### src/rtl/parity_pkg.sv
// Shared parity-mode constants and the parity-bit helper used by both codec paths.
package parity_pkg;

    localparam logic PAR_EVEN = 1'b0;
    localparam logic PAR_ODD  = 1'b1;

    // Widest vector the helper accepts; callers zero-extend, which leaves the XOR unchanged.
    localparam int unsigned MAX_W = 64;

    // Returns the bit that makes {bit, vec} satisfy the mode. Applied to a whole received
    // frame it is 1 exactly when that frame violates the mode.
    function automatic logic par_bit(input logic [MAX_W-1:0] vec, input logic mode);
        return (^vec) ^ (mode == PAR_ODD);
    endfunction

endpackage

### src/rtl/parity_pipe_reg.sv
// One-stage valid/ready register: full throughput, no combinational valid path.
module parity_pipe_reg #(
    parameter int unsigned Width = 8
) (
    input  logic             clk_i,
    input  logic             rst_ni,
    input  logic             in_valid_i,
    output logic             in_ready_o,
    input  logic [Width-1:0] in_data_i,
    output logic             out_valid_o,
    input  logic             out_ready_i,
    output logic [Width-1:0] out_data_o
);

    logic             valid_q;
    logic [Width-1:0] data_q;

    assign in_ready_o  = !valid_q || out_ready_i;
    assign out_valid_o = valid_q;
    assign out_data_o  = data_q;

    always_ff @(posedge clk_i or negedge rst_ni) begin
        if (!rst_ni) begin
            valid_q <= 1'b0;
            data_q  <= '0;
        end else if (in_valid_i && in_ready_o) begin
            valid_q <= 1'b1;
            data_q  <= in_data_i;
        end else if (out_ready_i) begin
            valid_q <= 1'b0;
        end
    end

endmodule

### src/rtl/parity_stream_codec.sv
// Streaming odd/even parity generator and checker with saturating error/frame statistics.
module parity_stream_codec
    import parity_pkg::*;
#(
    parameter int unsigned DATA_W = 4,
    parameter int unsigned CNT_W  = 8
) (
    input  logic              clk_i,
    input  logic              rst_ni,
    input  logic              odd_mode_i,
    input  logic              gen_in_valid_i,
    output logic              gen_in_ready_o,
    input  logic [DATA_W-1:0] gen_in_data_i,
    output logic              gen_out_valid_o,
    input  logic              gen_out_ready_i,
    output logic [DATA_W:0]   gen_out_frame_o,
    input  logic              chk_in_valid_i,
    output logic              chk_in_ready_o,
    input  logic [DATA_W:0]   chk_in_frame_i,
    output logic              chk_out_valid_o,
    input  logic              chk_out_ready_i,
    output logic [DATA_W-1:0] chk_out_data_o,
    output logic              chk_out_err_o,
    input  logic              stat_clr_i,
    output logic [CNT_W-1:0]  err_cnt_o,
    output logic [CNT_W-1:0]  frame_cnt_o,
    output logic              err_sticky_o
);

    logic [DATA_W:0] gen_frame;
    logic            chk_err;
    logic [DATA_W:0] chk_word_in;
    logic [DATA_W:0] chk_word_out;
    logic            chk_acc;

    assign gen_frame   = {par_bit(MAX_W'(gen_in_data_i), odd_mode_i), gen_in_data_i};
    assign chk_err     = par_bit(MAX_W'(chk_in_frame_i), odd_mode_i);
    assign chk_word_in = {chk_err, chk_in_frame_i[DATA_W-1:0]};

    parity_pipe_reg #(
        .Width (DATA_W + 1)
    ) u_gen_reg (
        .clk_i       (clk_i),
        .rst_ni      (rst_ni),
        .in_valid_i  (gen_in_valid_i),
        .in_ready_o  (gen_in_ready_o),
        .in_data_i   (gen_frame),
        .out_valid_o (gen_out_valid_o),
        .out_ready_i (gen_out_ready_i),
        .out_data_o  (gen_out_frame_o)
    );

    parity_pipe_reg #(
        .Width (DATA_W + 1)
    ) u_chk_reg (
        .clk_i       (clk_i),
        .rst_ni      (rst_ni),
        .in_valid_i  (chk_in_valid_i),
        .in_ready_o  (chk_in_ready_o),
        .in_data_i   (chk_word_in),
        .out_valid_o (chk_out_valid_o),
        .out_ready_i (chk_out_ready_i),
        .out_data_o  (chk_word_out)
    );

    assign chk_out_err_o  = chk_word_out[DATA_W];
    assign chk_out_data_o = chk_word_out[DATA_W-1:0];
    assign chk_acc        = chk_in_valid_i && chk_in_ready_o;

    logic [CNT_W-1:0] err_cnt_q, err_cnt_d, err_base;
    logic [CNT_W-1:0] frame_cnt_q, frame_cnt_d, frame_base;
    logic             sticky_q, sticky_d;

    // Clear takes effect first so a beat accepted on the clearing edge still counts.
    always_comb begin
        err_base    = stat_clr_i ? '0 : err_cnt_q;
        frame_base  = stat_clr_i ? '0 : frame_cnt_q;
        err_cnt_d   = err_base;
        frame_cnt_d = frame_base;
        sticky_d    = stat_clr_i ? 1'b0 : sticky_q;
        if (chk_acc) begin
            if (frame_base != {CNT_W{1'b1}}) begin
                frame_cnt_d = frame_base + CNT_W'(1);
            end
            if (chk_err) begin
                sticky_d = 1'b1;
                if (err_base != {CNT_W{1'b1}}) begin
                    err_cnt_d = err_base + CNT_W'(1);
                end
            end
        end
    end

    always_ff @(posedge clk_i or negedge rst_ni) begin
        if (!rst_ni) begin
            err_cnt_q   <= '0;
            frame_cnt_q <= '0;
            sticky_q    <= 1'b0;
        end else begin
            err_cnt_q   <= err_cnt_d;
            frame_cnt_q <= frame_cnt_d;
            sticky_q    <= sticky_d;
        end
    end

    assign err_cnt_o    = err_cnt_q;
    assign frame_cnt_o  = frame_cnt_q;
    assign err_sticky_o = sticky_q;

endmodule

### config.mk
export PLATFORM = sky130hd
export DESIGN_NAME = parity_stream_codec
export DESIGN_NICKNAME = d
export VERILOG_FILES = /design/src/rtl/parity_pkg.sv /design/src/rtl/parity_pipe_reg.sv /design/src/rtl/parity_stream_codec.sv
export SDC_FILE = /design/constraint.sdc
export NUM_CORES = 1
export LEC_CHECK = 0
export ABC_AREA = 1
export CAP_MARGIN = 15
export CORE_ASPECT_RATIO = 0.75
export CORE_MARGIN = 5
export CORE_UTILIZATION = 49
export CTS_BUF_LIST = sky130_fd_sc_hd__clkbuf_8
export DETAILED_ROUTE_END_ITERATION = 16
export MAX_ROUTING_LAYER = met4
export PLACE_DENSITY = 0.82
export SETUP_SLACK_MARGIN = 0.02
export SLEW_MARGIN = 20
export SYNTH_ARGS = -nofsm -noshare
export SYNTH_HDL_FRONTEND = slang
export SYNTH_SLANG_ARGS = --single-unit
export TNS_END_PERCENT = 100
### constraint.sdc
create_clock -name clk_i -period 1.6 [get_ports clk_i]
set_input_delay 0.24 -clock clk_i [delete_from_list [all_inputs] [get_ports clk_i]]
set_output_delay 0.24 -clock clk_i [all_outputs]
set_load 0.01 [all_outputs]
---- Yosys cells after proc, flatten, opt, wreduce, memory -nomap -nowiden ----
Cells that the tools add are included.
storage, ports and cells
  word-level logic and storage cells ...... 37
  register bits after elaboration ......... 29
  output and inout port bits .............. 31
cells by class
  reductions and logical operators ........ 10
  bitwise operators ....................... 2
  equal/unequal tests ..................... 2
  add/subtract/negate cells ............... 2
  mux-type cells .......................... 14
operators by type and width
  cell                                           number
  parity 64 bit                                  2
  two-way mux 8 bit                              7
  adder 8 x 1 -> 8 bit (second input constant)   2
  inequality test 8 bit (second input constant)  2
  two-way mux 1 bit                              7
  nonzero test 2 bit                             2
  logical AND 1 bit                              2
  logical NOT 1 bit                              2
  logical OR 1 bit                               2
  bitwise XOR 1 bit                              2

---- Longest topological paths before layout ----
  depth after elaboration ................. 5
  depth in mapped cells ................... 12
  mapped depth without buffers ............ 12

---- Cells and area by module ----
From an unflattened synthesis, not the netlist that was laid out.
unflattened totals
  cell total of the unflattened synthesis .. 240
  area total of the unflattened synthesis .. 1818.0 µm²
by module, submodules not included
  module               instances  seq. area each (µm²)  area an instance (µm²)  cells an instance
  parity_stream_codec  1          425.4                 1332.5                  190
  parity_pipe_reg      2          150.1                 242.7                   25

---- Worst setup path after synthesis ----
Ideal clock, no wire load.
  kind .................................... register to register
  from .................................... register u_chk_reg.valid_q (netlist: u_chk_reg.out_valid_o)
  to ...................................... register frame_cnt_q[7] (netlist: frame_cnt_o[7])
  arrival time ............................ 1.244 ns
  setup time .............................. 0.125 ns
  stages on the path, launching flop included .. 9
  clock period less this slack ............ 1.369 ns
  required time ........................... 1.475 ns
  buffers on the path ..................... 0
  slack ................................... 0.231 ns
  cells stage by stage .................... dfrtp_1 nand2_1 nand2_1 nor2_1 nand3_1 nor2_2 nand2_1 nand2_1 nand3_1
on the way
  cells in the longest elaborated chain, start to end .. 4
ends and longest elaborated chain
  item                    RTL line                    RTL
  from (decl)             parity_pipe_reg.sv:15       logic valid_q;
  from (signal assigned)  parity_pipe_reg.sv:24       valid_q <= 1'b0;
  from (signal assigned)  parity_pipe_reg.sv:27       valid_q <= 1'b1;
  from (signal assigned)  parity_pipe_reg.sv:30       valid_q <= 1'b0;
  logical NOT 1 bit       parity_pipe_reg.sv:18       assign in_ready_o = !valid_q || out_ready_i;
  logical OR 1 bit        parity_pipe_reg.sv:18
  via chk_in_ready_o      parity_stream_codec.sv:18   output logic chk_in_ready_o,
  logical AND 1 bit       parity_stream_codec.sv:68   assign chk_acc = chk_in_valid_i && chk_in_ready_o;
  two-way mux 8 bit       parity_stream_codec.sv:81   if (chk_acc) begin
  via frame_cnt_d[7]      parity_stream_codec.sv:71   logic [CNT_W-1:0] frame_cnt_q, frame_cnt_d, frame_base;
  to (signal assigned)    parity_stream_codec.sv:101  frame_cnt_q <= frame_cnt_d;
  to (decl)               parity_stream_codec.sv:71
The timed path passes the listed nets, and every way through them passes these cells.
A chain may end at the register's enable or synchronous reset.

---- Worst setup path in the final report ----
  from .................................... register err_cnt_q[0] (netlist: err_cnt_o[0])
  to ...................................... output err_cnt_o[0]
RTL lines
  item                    RTL line                    RTL
  from (decl)             parity_stream_codec.sv:70   logic [CNT_W-1:0] err_cnt_q, err_cnt_d, err_base;
  from (signal assigned)  parity_stream_codec.sv:100  err_cnt_q <= err_cnt_d;
  to (decl)               parity_stream_codec.sv:25   output logic [CNT_W-1:0] err_cnt_o,
No word-level cell between the ends.

==> results.toml <==
[logic_synthesis]
yosysTopAreaCell = "dfrtp_1"
async_flop_share = 1.00
synth_edf_count = 0
ys_seq_area_frac = 0.428
synth_area_leaders = "dfrtp_1 43%, nand2_1 23%, inv_1 5.1%, nand3_1 5.0%, o21ai_0 2.7%"
syn_avg_cell_area_sq_um = 7.27
ys.flop_type = "dfrtp_1"
yosys_warnings = 0
syn_inst = 233
ys_types = 23
syn_nets = 251
ys_ff_latch = 29
synth_top_area_share = 0.428
syn_area_sq_um = 1690

[power_and_ir_drop]
p_per_area_nw_per_um2 = 781
total_power_mw = 1.94
leakage_nw = 1.29
ir_worst_vdd_uv = 557

[timing]
min_period_over_period = 0.967
setup_viol = 0
tns_ns = 0
hold_slack_ns = 0.386
tightest_slew_ns = 0.363
period_needed_ns = 1.55
maxSlewViolCount = 0
finClkSkew_ns = 0.00339
slew_headroom = 0.758
timing.final.ws_setup_ns = 0.0527
hold_viol_final = 0
fmax_mhz = 646
rsz0062_at_grt = "yes"

[route]
routed.top_layer = "met4"
route.detailed.drc = 0
met2WireLength_mm = 1.92
wirelength_mm = 4.07
postRouteAntennaNets = 0
dr.pass1.iters = 4
via_count = 1663
routed_via_density = 4.79
dr_wl_met3_um = 189
drt-initial-drc-count = 86
wl_met1_mm = 1.90
wl_per_cell_um = 11.7

[floorplan]
die_h_um = 60.9
core_sq_um = 3310
start_util = 0.512
die_w_um = 77.9
row_count = 18
die_area_sq_um = 4750
ios = 48

[grt]
grt_max_degree = 30
grt_pass1_wl_mm = 7.01
antenna_found_initial = 0
first_global_vias = 1637
grt-ovfl-total = 0
grt_usage = 0.194

[critical_path]
crit_fanout = 4
cp_top_family = "buffers and inverters"
cp_cell_sequence = "clkdlybuf4s50_1"
critPathLaunchType = "flip-flop"
crit_buf_inv = 1
crit_slowest_cell = "clkdlybuf4s50_1"
cp_data_arrival_time_ns = 1.31
cp.required_ns = 1.36
critPathKind = "reg2out"
critPathCaptureType = "primary output"
cp_slowest_stage_delay_ns = 0.58

[clock_network]
cts-root-buf = "clkbuf_8"
cts_buffer_depth = 2
clkLatencyLatePin_ns = 0.28
htreeDepth = 2
postCtsSetupBuffers = 0
numClockSinks = 29
tritoncts = "done"
numCtsBuffers = 5
cts_hold_buf = 0
clk_pin_slew_ns = 0.06

[finish]
syn_to_final_growth_pct = 46.3
fillers = 251
diodes = 0
nets = 325
layout_common_cells = "102 x nand2_1, 44 x clkdlybuf4s50_1, 28 x dfrtp_1"
fin_util = 0.749
final_common_cell = "nand2_1"
drive_gt1_frac = 0.202

[placed_design]
hpwl_mm = 3.09
dp_slack_ns = -0.276
gp_congestion = 0.848
portBuffers = 47

[min_path]
hold_path_class = "in2async"

[flow_run]
maxCapViolCount = 0

[status]
run_status = "finished clean"
[synthesized netlist by cell type, types with 2 or more instances]
cell / count
nand2_1: 104
dfrtp_1: 29
inv_1: 23
nand3_1: 17
nor2_1: 9
o21ai_0: 9
nand2_2: 6
inv_2: 5
nor2_2: 5
xor2_1: 4
nand2_4: 3
nand3_2: 3
nand4_1: 3
xnor2_1: 3
nor2_4: 2
[path summary, 6_finish.rpt]
path	start	end	slack [ns]	depth (start not counted)
hold reg to reg	u_gen_reg.out_data_o[0]	u_gen_reg.out_data_o[0]	0.48	2
setup / recovery	err_cnt_o[0]	err_cnt_o[0]	0.05	1
hold / removal	rst_ni	u_chk_reg.out_data_o[1]	0.39	2
setup reg to reg	frame_cnt_o[1]	frame_cnt_o[6]	0.16	9
max in group asynchronous	rst_ni	err_cnt_o[1]	0.92	2
min in group clk_i	u_gen_reg.out_data_o[0]	u_gen_reg.out_data_o[0]	0.48	2
[layout make-up]
cell class / instances / area, sq um / share of cell area
Timing Repair Buffer: 69 / 644 / 0.260
Tap cell: 40 / 50.0 / 0.0202
Clock buffer: 6 / 82.6 / 0.0333
Multi-Input combinational cell: 173 / 860 / 0.347
Clock inverter: 1 / 3.75 / 0.00151
Inverter: 29 / 111 / 0.0449
Sequential cell: 29 / 727 / 0.293
[routing by layer]
layer	track usage	vias to the layer above
met5	-	-
met4	0.0867	0
met3	0.0312	6
met2	0.316	41
met1	0.241	751
li1	-	865
[worst reg2reg max path, stage by stage (launching register included)]
cell and delay [ns]:
dfrtp_1 0.37, inv_1 0.06, nor2_2 0.12, ha_2 0.20, nand3_2 0.10, nor2_2 0.12
inv_1 0.07, nor2_2 0.14, o21ai_0 0.11, o21ai_0 0.08
[per-stage QoR]
stage,area (sq um),instances
after floorplan,1690,233
after global placement,2380,340
after detailed placement,2380,340
after CTS,2460,347
after global routing,2480,347
final,2480,347
[report_power, final]
part           switching, mW  internal [mW]
clock network          0.259          0.334
logic                  0.241          0.254
registers             0.0458          0.802
total                  0.546           1.39
[what timing repair did]
item                       CTS  global route
setup endpoints to repair    4            10
pin swaps                    0             0
resized for setup            4             6
[flip-flops by register name (all words and copies together), names as in the netlist]
name                   flops
u_chk_reg.out_valid_o      1
frame_cnt_o                8
err_cnt_o                  8
u_gen_reg.out_valid_o      1
u_gen_reg.out_data_o       5
u_chk_reg.out_data_o       5
err_sticky_o               1
[cell families (layout without fill, tap and decap cells)]
family,count (synthesis),after routing,share of synthesized area
simple gates,153,153,0.414
buf+inv,31,105,0.0746
flops,29,29,0.428
compound gates,12,12,0.0399
xor+xnor,7,7,0.0362
fa+ha+maj,1,1,0.00738
No activity file was read; power rests on OpenSTA's default activity.
